[config.mk]
export PLATFORM = sky130hd
export DESIGN_NAME = sum_arbiter_flat
export DESIGN_NICKNAME = d
export VERILOG_FILES = /design/src/rtl/sum_arbiter_if.sv /design/src/rtl/sum_arbiter.sv /design/src/flat_wrapper.sv
export SDC_FILE = /design/constraint.sdc
export NUM_CORES = 1
export LEC_CHECK = 0
export CAP_MARGIN = 10
export CORE_MARGIN = 8
export CORE_UTILIZATION = 35
export CTS_BUF_LIST = sky130_fd_sc_hd__clkbuf_4 sky130_fd_sc_hd__clkbuf_8
export CTS_CLUSTER_SIZE = 16
export DETAILED_ROUTE_END_ITERATION = 16
export HOLD_SLACK_MARGIN = 0.15
export PLACE_DENSITY = 0.95
export SLEW_MARGIN = 20
export SYNTH_ARGS = -nofsm -noshare
export SYNTH_HDL_FRONTEND = slang
export SYNTH_SLANG_ARGS = --single-unit
[constraint.sdc]
create_clock -name i_clk -period 4.1 [get_ports i_clk]
set_input_delay 0.82 -clock i_clk [delete_from_list [all_inputs] [get_ports i_clk]]
set_output_delay 0.82 -clock i_clk [all_outputs]
set_load 0.03 [all_outputs]
[src/rtl/sum_arbiter_if.sv]
// Client-side bundle of the sum_arbiter: per-client request/operands in,
// one-hot acknowledge, shared result and busy flag out.
interface sum_arbiter_if #(
    parameter int W     = 16,
    parameter int N_CLI = 4
);
    logic [N_CLI-1:0]   req;
    logic [N_CLI*W-1:0] a_flat;
    logic [N_CLI*W-1:0] b_flat;
    logic [N_CLI-1:0]   ack;
    logic [W-1:0]       res;
    logic               busy;

    modport master (
        output req, a_flat, b_flat,
        input  ack, res, busy
    );

    modport slave (
        input  req, a_flat, b_flat,
        output ack, res, busy
    );
endinterface

[src/rtl/sum_arbiter.sv]
// Round-robin arbiter sharing one external adder between N_CLI requesters.
// Optional grant/conflict statistics are enabled with SUM_ARB_STATS_EN.
//
// state | meaning
// IDLE  | no operation in flight
// ADD   | granted client's operands driven onto the adder
// ACK   | result registered, ack pulsed; re-arbitrate with grantee masked
module sum_arbiter #(
    parameter int W     = 16,
    parameter int N_CLI = 4
) (
    input  logic          i_clk,
    input  logic          i_rst,
    sum_arbiter_if.slave  bus,
    output logic [W-1:0]  o_sum_in_a,
    output logic [W-1:0]  o_sum_in_b,
    input  logic [W-1:0]  i_sum_out
`ifdef SUM_ARB_STATS_EN
    ,
    output logic [N_CLI*16-1:0] o_gnt_cnt_flat,
    output logic [15:0]         o_conflict_cnt
`endif
);

    localparam int IDX_W = (N_CLI > 1) ? $clog2(N_CLI) : 1;

    typedef enum logic [1:0] {
        IDLE = 2'd0,
        ADD  = 2'd1,
        ACK  = 2'd2
    } state_t;

    state_t           r_state;
    state_t           w_state_nxt;
    logic [IDX_W-1:0] r_ptr;
    logic [IDX_W-1:0] r_gnt_idx;
    logic [IDX_W-1:0] w_winner;
    logic [IDX_W-1:0] w_ptr_nxt;
    logic [N_CLI-1:0] r_ack;
    logic [N_CLI-1:0] w_elig;
    logic [N_CLI-1:0] w_gnt_mask;
    logic [W-1:0]     r_res;
    logic             w_found;
    logic             w_grant;
    logic [W-1:0]     w_a [N_CLI];
    logic [W-1:0]     w_b [N_CLI];

    function automatic logic [IDX_W-1:0] rr_idx(input logic [IDX_W-1:0] base, input int k);
        int s;
        s = int'(base) + k;
        if (s >= N_CLI) s = s - N_CLI;
        return IDX_W'(s);
    endfunction

    for (genvar i = 0; i < N_CLI; i++) begin : g_unpack
        assign w_a[i] = bus.a_flat[i*W +: W];
        assign w_b[i] = bus.b_flat[i*W +: W];
    end

    assign w_gnt_mask = N_CLI'(1) << r_gnt_idx;

    // The client just acked still holds req on the ACK edge, so it is masked.
    always_comb begin
        w_elig   = bus.req;
        w_found  = 1'b0;
        w_winner = '0;
        if (r_state == ACK) w_elig = bus.req & ~w_gnt_mask;
        for (int k = 0; k < N_CLI; k++) begin
            if (!w_found && w_elig[rr_idx(r_ptr, k)]) begin
                w_found  = 1'b1;
                w_winner = rr_idx(r_ptr, k);
            end
        end
    end

    assign w_ptr_nxt = (w_winner == IDX_W'(N_CLI - 1)) ? '0 : w_winner + 1'b1;
    assign w_grant   = w_found && (r_state != ADD);

    always_comb begin
        w_state_nxt = r_state;
        o_sum_in_a  = '0;
        o_sum_in_b  = '0;
        case (r_state)
            IDLE: begin
                if (w_found) w_state_nxt = ADD;
            end
            ADD: begin
                o_sum_in_a  = w_a[r_gnt_idx];
                o_sum_in_b  = w_b[r_gnt_idx];
                w_state_nxt = ACK;
            end
            ACK: begin
                w_state_nxt = w_found ? ADD : IDLE;
            end
            default: w_state_nxt = IDLE;
        endcase
    end

    always_ff @(posedge i_clk or posedge i_rst) begin
        if (i_rst) r_state <= IDLE;
        else       r_state <= w_state_nxt;
    end

    always_ff @(posedge i_clk or posedge i_rst) begin
        if (i_rst) begin
            r_ptr     <= '0;
            r_gnt_idx <= '0;
            r_ack     <= '0;
            r_res     <= '0;
        end else begin
            r_ack <= '0;
            if (w_grant) begin
                r_gnt_idx <= w_winner;
                r_ptr     <= w_ptr_nxt;
            end
            if (r_state == ADD) begin
                r_res <= i_sum_out;
                r_ack <= w_gnt_mask;
            end
        end
    end

    assign bus.ack  = r_ack;
    assign bus.res  = r_res;
    assign bus.busy = (r_state == ADD) || (r_state == ACK);

`ifdef SUM_ARB_STATS_EN
    logic [15:0] r_gnt_cnt [N_CLI];
    logic [15:0] r_conflict_cnt;
    logic        w_multi;

    assign w_multi = w_grant && ($countones(w_elig) > 1);

    always_ff @(posedge i_clk or posedge i_rst) begin
        if (i_rst) begin
            for (int i = 0; i < N_CLI; i++) r_gnt_cnt[i] <= '0;
            r_conflict_cnt <= '0;
        end else begin
            if (w_grant && (r_gnt_cnt[w_winner] != 16'hFFFF))
                r_gnt_cnt[w_winner] <= r_gnt_cnt[w_winner] + 16'd1;
            if (w_multi && (r_conflict_cnt != 16'hFFFF))
                r_conflict_cnt <= r_conflict_cnt + 16'd1;
        end
    end

    for (genvar i = 0; i < N_CLI; i++) begin : g_cnt_flat
        assign o_gnt_cnt_flat[i*16 +: 16] = r_gnt_cnt[i];
    end
    assign o_conflict_cnt = r_conflict_cnt;
`endif

endmodule

[src/flat_wrapper.sv]
// flat-port wrapper written by rule: the top's interface ports become plain ports
module sum_arbiter_flat 
#(
    parameter int W     = 16,
    parameter int N_CLI = 4
)
  (i_clk, i_rst, o_sum_in_a, o_sum_in_b, i_sum_out, bus_req, bus_a_flat, bus_b_flat, bus_ack, bus_res, bus_busy);
  sum_arbiter_if #(.W(W), .N_CLI(N_CLI)) bus_i ();
  input  logic i_clk;
  input  logic i_rst;
  output logic [W-1:0] o_sum_in_a;
  output logic [W-1:0] o_sum_in_b;
  input  logic [W-1:0] i_sum_out;
  input wire logic [$bits(bus_i.req)-1:0] bus_req;
  input wire logic [$bits(bus_i.a_flat)-1:0] bus_a_flat;
  input wire logic [$bits(bus_i.b_flat)-1:0] bus_b_flat;
  output wire logic [$bits(bus_i.ack)-1:0] bus_ack;
  output wire logic [$bits(bus_i.res)-1:0] bus_res;
  output wire logic [$bits(bus_i.busy)-1:0] bus_busy;
  assign bus_i.req = bus_req;
  assign bus_i.a_flat = bus_a_flat;
  assign bus_i.b_flat = bus_b_flat;
  assign bus_ack = bus_i.ack;
  assign bus_res = bus_i.res;
  assign bus_busy = bus_i.busy;
  sum_arbiter #(.W(W), .N_CLI(N_CLI)) u_core (.i_clk(i_clk), .i_rst(i_rst), .bus(bus_i), .o_sum_in_a(o_sum_in_a), .o_sum_in_b(o_sum_in_b), .i_sum_out(i_sum_out));
endmodule
==> results of run 1 <==
[state kept, by name, summed over array words and instances (netlist names)]
name	count
u_core.bus.ack	4
u_core.bus.res	16
u_core.r_gnt_idx	2
u_core.r_ptr	2
u_core.r_state	2
[critical path: stages (launching register included)]
cell and delay (ps):
dfrtp_2 770, buf_12 270, mux4_2 520, and2_1 180, clkdlybuf4s50_1 630
[cell families (layout without fill, tap and decap cells)]
logic type | after synthesis | count (layout) | share of synthesized area
compound gates | 16 | 16 | 0.05457
flops | 26 | 26 | 0.2895
simple gates | 52 | 52 | 0.1442
fa+ha+maj | 5 | 5 | 0.02784
xor+xnor | 1 | 1 | 0.007240
mux | 56 | 56 | 0.4382
buf+inv | 20 | 215 | 0.03842
[per-stage QoR]
step | hold WS, ps | total power [µW] | setup slack, ps | cells
2_1_floorplan | 511.6 | 1956 | 1552 | 176
3_3_place_gp | 488.7 | 2749 | 789.3 | 444
3_5_place_dp | 494.9 | 2816 | 784.0 | 444
4_1_cts | 515.2 | 2985 | 594.1 | 448
5_1_grt | 532.4 | 3113 | 525.1 | 448
6_report | 509.4 | 2951 | 639.4 | 448
[metal layers]
layer  track usage  routed length [µm]  vias to the layer above
met3       0.05772                1106                       22
li1              -                   -                     1069
met5             0                   0                        -
met1        0.2088                3370                     1165
met2        0.3899                5444                      128
met4       0.06530                 255                        0
[area by class of cell]
| type | count | area (µm²) | share of cell area |
|---|---|---|---|
| multi-input combinational | 130 | 1513 | 0.3439 |
| inverter | 5 | 18.77 | 0.004266 |
| tap | 77 | 96.34 | 0.02190 |
| timing repair buffer | 206 | 2064 | 0.4693 |
| sequential | 26 | 651.9 | 0.1482 |
| clock buffer | 4 | 55.05 | 0.01251 |
[cells in the final DEF (no fill, tap or decap), drive strengths merged, types with 3 or more instances in the layout]
cell / netlist / layout
clkdlybuf4s50: 0 / 202
mux4: 32 / 32
and2: 32 / 32
dfrtp: 26 / 26
mux2: 19 / 19
nand2: 5 / 5
mux2i: 5 / 5
ha: 5 / 5
inv: 5 / 4
clkbuf: 8 / 4
buf: 7 / 4
nand2b: 3 / 3
o2bb2ai: 3 / 3
nor2: 3 / 3
[power breakdown]
group / total (µW) / internal [µW] / switching [µW]
Sequential: 515 / 382 / 132
Combinational: 2280 / 1150 / 1130
Clock: 160 / 85.7 / 74.6
[path summary, 6_finish.rpt]
check	depth (start not counted)	from	slack, ps	endpoint
setup / recovery	4	u_core.r_gnt_idx[0]	640	o_sum_in_a[11]
hold / removal	1	u_core.bus.res[5]	510	u_core.bus.res[5]
setup reg to reg	8	u_core.r_gnt_idx[0]	1060	u_core.r_ptr[1]
hold reg to reg	1	u_core.bus.res[5]	510	u_core.bus.res[5]
max in group asynchronous	2	i_rst	2700	u_core.r_gnt_idx[0]
min in group asynchronous	2	i_rst	940	u_core.bus.res[11]
==> impl_metrics.tcl, run 1 <==
set metrics [dict create \
    io_buffer_count 202 \
    initial_core_util 0.3580 \
    cts-resized-gates 0 \
    synth_seq_area_share 0.2895 \
    synth_top_area_frac 0.3207 \
    start_kind "flop" \
    master_cell_of_the_clock_root_buffer "clkbuf_8" \
    placed_cell_area_um2 4344 \
    mappedNetlistNets 331 \
    cp_max_fo 20 \
    synth_async_sr_flop_share 1.000 \
    finClkSkew_ps 3.858 \
    timing.critical_path.arrival_ps 2640 \
    max_cap_violation_count 0 \
    hpwl_um 8652 \
    fin_crit_ps 3461 \
    grt_max_degree 34 \
    width_of_the_chip_um 96.13 \
    finalHoldViolations 0 \
    worstSetupPathType "flop to output pin" \
    layout-area-overhead-vs-synth_pct 95.77 \
    maxSlewHeadroom 0.3876 \
    vdd_drop_max_mv 0.6456 \
    pin_count 203 \
    cts_made_buffers 3 \
    clk_path_buf_depth 2 \
    cts_htree_levels 1 \
    final_layout_size_suffix_gt1_frac 0.1644 \
    synth-main-ff-cell "dfrtp_1" \
    setup_tns_ps 0 \
    syn_inst 176 \
    postSynthAreaPerCell_um2 12.77 \
    drv_slew 0 \
    num-fill-cells 454 \
    max_freq_mhz 289.0 \
    number_of_flops_mapped_to_enable_cells_by_yosys 0 \
    cts_tree "done" \
    detailedRoute.firstPassIterationCount 4 \
    die_h_um 96.13 \
    synth-warning-count 0 \
    layout_worst_path_cycle_share 0.8440 \
    global_route.usage.total 0.2048 \
    p_leak_uw 0.001674 \
    holdBufCountCts 0 \
    worst-slew-pin-transition_ps 913.0 \
    numClockSinks 26 \
    nets 527 \
    gp_congestion 0.9042 \
    layout.core_utilization 0.7008 \
    antenna_violations_before_repair 0 \
    timing.critical_path.to_type "output pin" \
    yosys-top-cells-count "and2_1, mux4_2, dfrtp_1, mux2_2, clkbuf_1" \
    postCtsSetupBuffers 0 \
    insertion_delay_ps 270 \
    stdcell_area_um2 4399 \
    setup_repair_after_global_routing_missed_its_margin "no" \
    wl_per_cell_um 22.72 \
    ys_types 33 \
    hold_removal_path_class "flop to flop" \
    num_vias 2384 \
    core_area_um2 6277 \
    clk_slew_on_worst_s_h_paths_ps 80 \
    grt_pass1_vias 2616 \
    avgViaCountPerCell 5.321 \
    die_area_um2 9240 \
    pwr_density_cell_nw_per_um2 670.8 \
    overflow 0 \
    result_of_the_run "finished clean" \
    yosys.area.top_type "mux4_2" \
    netlist_area_um2 2247 \
    drt_wl_total_um 10180 \
    grt_pass1_wl_um 14370 \
    rows 29 \
    drt.antenna.violating_nets 0 \
    remaining_drc_errors 0 \
    diodes 0 \
    drt_first_iter_violations 64 \
    finalSetupViolCount 0 \
    synth.top_cells.by_area "mux4_2, dfrtp_1, and2_1" \
    yosys_register_bits 26 \
    cp.required_ps 3280 \
]
(Power assumes the default switching activity.)
==> run 2, diff against run 1 <==
--- a/config.mk
+++ b/config.mk
@@ -7,12 +7,12 @@
 export LEC_CHECK = 0
 export CAP_MARGIN = 10
 export CORE_MARGIN = 8
-export CORE_UTILIZATION = 35
+export CORE_UTILIZATION = 32
 export CTS_BUF_LIST = sky130_fd_sc_hd__clkbuf_4 sky130_fd_sc_hd__clkbuf_8
 export CTS_CLUSTER_SIZE = 16
 export DETAILED_ROUTE_END_ITERATION = 16
 export HOLD_SLACK_MARGIN = 0.15
-export PLACE_DENSITY = 0.95
+export PLACE_DENSITY = 0.93
 export SLEW_MARGIN = 20
 export SYNTH_ARGS = -nofsm -noshare
 export SYNTH_HDL_FRONTEND = slang
==> constraint.sdc (replaced) <==
create_clock -name i_clk -period 3.2 [get_ports i_clk]
set_input_delay 0.64 -clock i_clk [delete_from_list [all_inputs] [get_ports i_clk]]
set_output_delay 0.64 -clock i_clk [all_outputs]
set_load 0.03 [all_outputs]
==> run 2 against run 1 <==
Net effect: final area is 3.0% higher; hold slack improved by 4.0 ps; first-iteration DRC count grew 11%; clock-buffer cell count is 1 lower; register-to-register slack got worse by 530 ps; routed wire length increased by 4.8%; sequential power increased by 23%; core utilization decreased by 3.4 points; critical path type unchanged; highest routed layer unchanged.
==> impl_metrics.tcl, run 2 (same netlist as run 1, synthesis figures left out) <==
set metrics [dict create \
    p_leak_uw 0.001736 \
    critical_path.startpoint "u_core.r_gnt_idx[0]" \
    die_h_um 99.80 \
    clk_slew_on_worst_s_h_paths_ps 90 \
    drv_slew 0 \
    r2r_cells 9 \
    drt_first_iter_violations 71 \
    layout-area-overhead-vs-synth_pct 101.6 \
    holdBufCountCts 0 \
    max_cap_violation_count 0 \
    setup_repair_after_global_routing_missed_its_margin "no" \
    maxSlewHeadroom 0.3904 \
    drt_wl_total_um 10660 \
    core_area_um2 6794 \
    cts-resized-gates 0 \
    diodes 0 \
    avgViaCountPerCell 5.023 \
    final_layout_size_suffix_gt1_frac 0.1957 \
    master_cell_of_the_clock_root_buffer "clkbuf_8" \
    worst-slew-pin-transition_ps 908.8 \
    cts_tree "done" \
    rows 30 \
    setup_tns_ps 0 \
    layout_worst_path_cycle_share 0.9542 \
    detailedRoute.firstPassIterationCount 4 \
    insertion_delay_ps 270 \
    global_route.usage.total 0.2063 \
    gp_congestion 0.8943 \
    timing.critical_path.to_type "output pin" \
    pin_count 203 \
    hpwl_um 9103 \
    cp-endpoint "o_sum_in_b[5]" \
    cp.required_ps 2560 \
    wl_per_cell_um 22.73 \
    num_vias 2356 \
    remaining_drc_errors 0 \
    layout.cells.most_common "clkdlybuf4s50_1" \
    fin_crit_ps 3053 \
    overflow 0 \
    start_kind "flop" \
    die_area_um2 9960 \
    worstSetupPathType "flop to output pin" \
    io_buffer_count 202 \
    r2r_setup_slack_ps 530 \
    width_of_the_chip_um 99.80 \
    timing.rr.start "u_core.r_state[0]" \
    cts_made_buffers 3 \
    grt_pass1_vias 2631 \
    cp_max_fo 15 \
    worstReg2RegEnd "u_core.r_ptr[1]" \
    antenna_violations_before_repair 0 \
    finalHoldViolations 0 \
    pwr_density_cell_nw_per_um2 882.7 \
    grt_pass1_wl_um 15770 \
    max_freq_mhz 327.5 \
    nets 529 \
    drt.antenna.violating_nets 0 \
    clk_path_buf_depth 2 \
    grt_max_degree 36 \
    cts_htree_levels 1 \
    timing.critical_path.arrival_ps 2410 \
    postCtsSetupBuffers 0 \
    finClkSkew_ps 2.475 \
    hold_removal_path_class "flop to flop" \
    result_of_the_run "finished clean" \
    most-common-layout-cells "clkdlybuf4s50_1, mux4_2, and2_1" \
    finalSetupViolCount 0 \
    layout.core_utilization 0.6667 \
    numClockSinks 26 \
    vdd_drop_max_mv 0.6291 \
    initial_core_util 0.3308 \
    largest_register_ffs 16 \
]
==> run 2: cell types whose count changed in the layout (fill, tap and decap cells not counted), sizes merged <==
| cell | previous run | this run |
|---|---|---|
| buf | 4 | 16 |
| bufinv | 0 | 1 |
| clkbuf | 4 | 3 |
| clkdlybuf4s50 | 202 | 192 |
==> run 2: worst min path at each step <==
stage	start	end	slack, ps	depth (start not counted)
3_3_place_gp	u_core.bus.res[13]	u_core.bus.res[13]	490	1
3_5_place_dp	u_core.bus.res[4]	u_core.bus.res[4]	500	1
4_1_cts	u_core.bus.res[13]	u_core.bus.res[13]	520	1
2_1_floorplan	u_core.r_state[1]	u_core.r_state[1]	510	1
5_1_grt	u_core.bus.res[11]	u_core.bus.res[11]	540	1
6_report	u_core.bus.res[13]	u_core.bus.res[13]	510	1
==> run 2: per-layer routing <==
layer | vias to the layer above | GRT usage | part of all wire
li1 | 1068 | - | -
met1 | 1153 | 0.2061 | 0.34
met2 | 121 | 0.3971 | 0.55
met3 | 14 | 0.06644 | 0.094
met4 | 0 | 0.05355 | 0.019
met5 | - | 0 | 0
==> run 2: critical path: stages, from the launching register on <==
cell and delay (ps):
dfrtp_2 610, buf_12 220, mux4_2 530, and2_1 170
clkdlybuf4s50_1 600
==> run 2: area by class of cell <==
| type | count | area (µm²) |
|---|---|---|
| clock buffer | 3 | 41.29 |
| clock inverter | 1 | 30.03 |
| fill | 512 | 2265 |
| inverter | 5 | 18.77 |
| multi-input combinational | 130 | 1513 |
| sequential | 26 | 651.9 |
| tap | 96 | 120.1 |
| timing repair buffer | 208 | 2155 |
==> run 2: through the flow <==
| stage | instances | cell area, µm² | setup slack, ps | power (µW) | hold slack (ps) |
|---|---|---|---|---|---|
| 2_1_floorplan | 176 | 2247 | 831.9 | 2506 | 511.6 |
| 3_3_place_gp | 465 | 4458 | 275.0 | 3668 | 489.1 |
| 3_5_place_dp | 465 | 4458 | 250.1 | 3767 | 499.0 |
| 4_1_cts | 469 | 4529 | 115.2 | 4047 | 518.2 |
| 5_1_grt | 469 | 4529 | 55.86 | 4225 | 542.4 |
| 6_report | 469 | 4529 | 146.7 | 3998 | 513.4 |
==> run 2: power breakdown <==
group | leakage [µW] | internal (µW) | switching [µW]
Combinational | 0.00139 | 1580 | 1520
Clock | 0.0000357 | 167 | 104
Sequential | 0.000313 | 491 | 141
Total | 0.00174 | 2240 | 1760
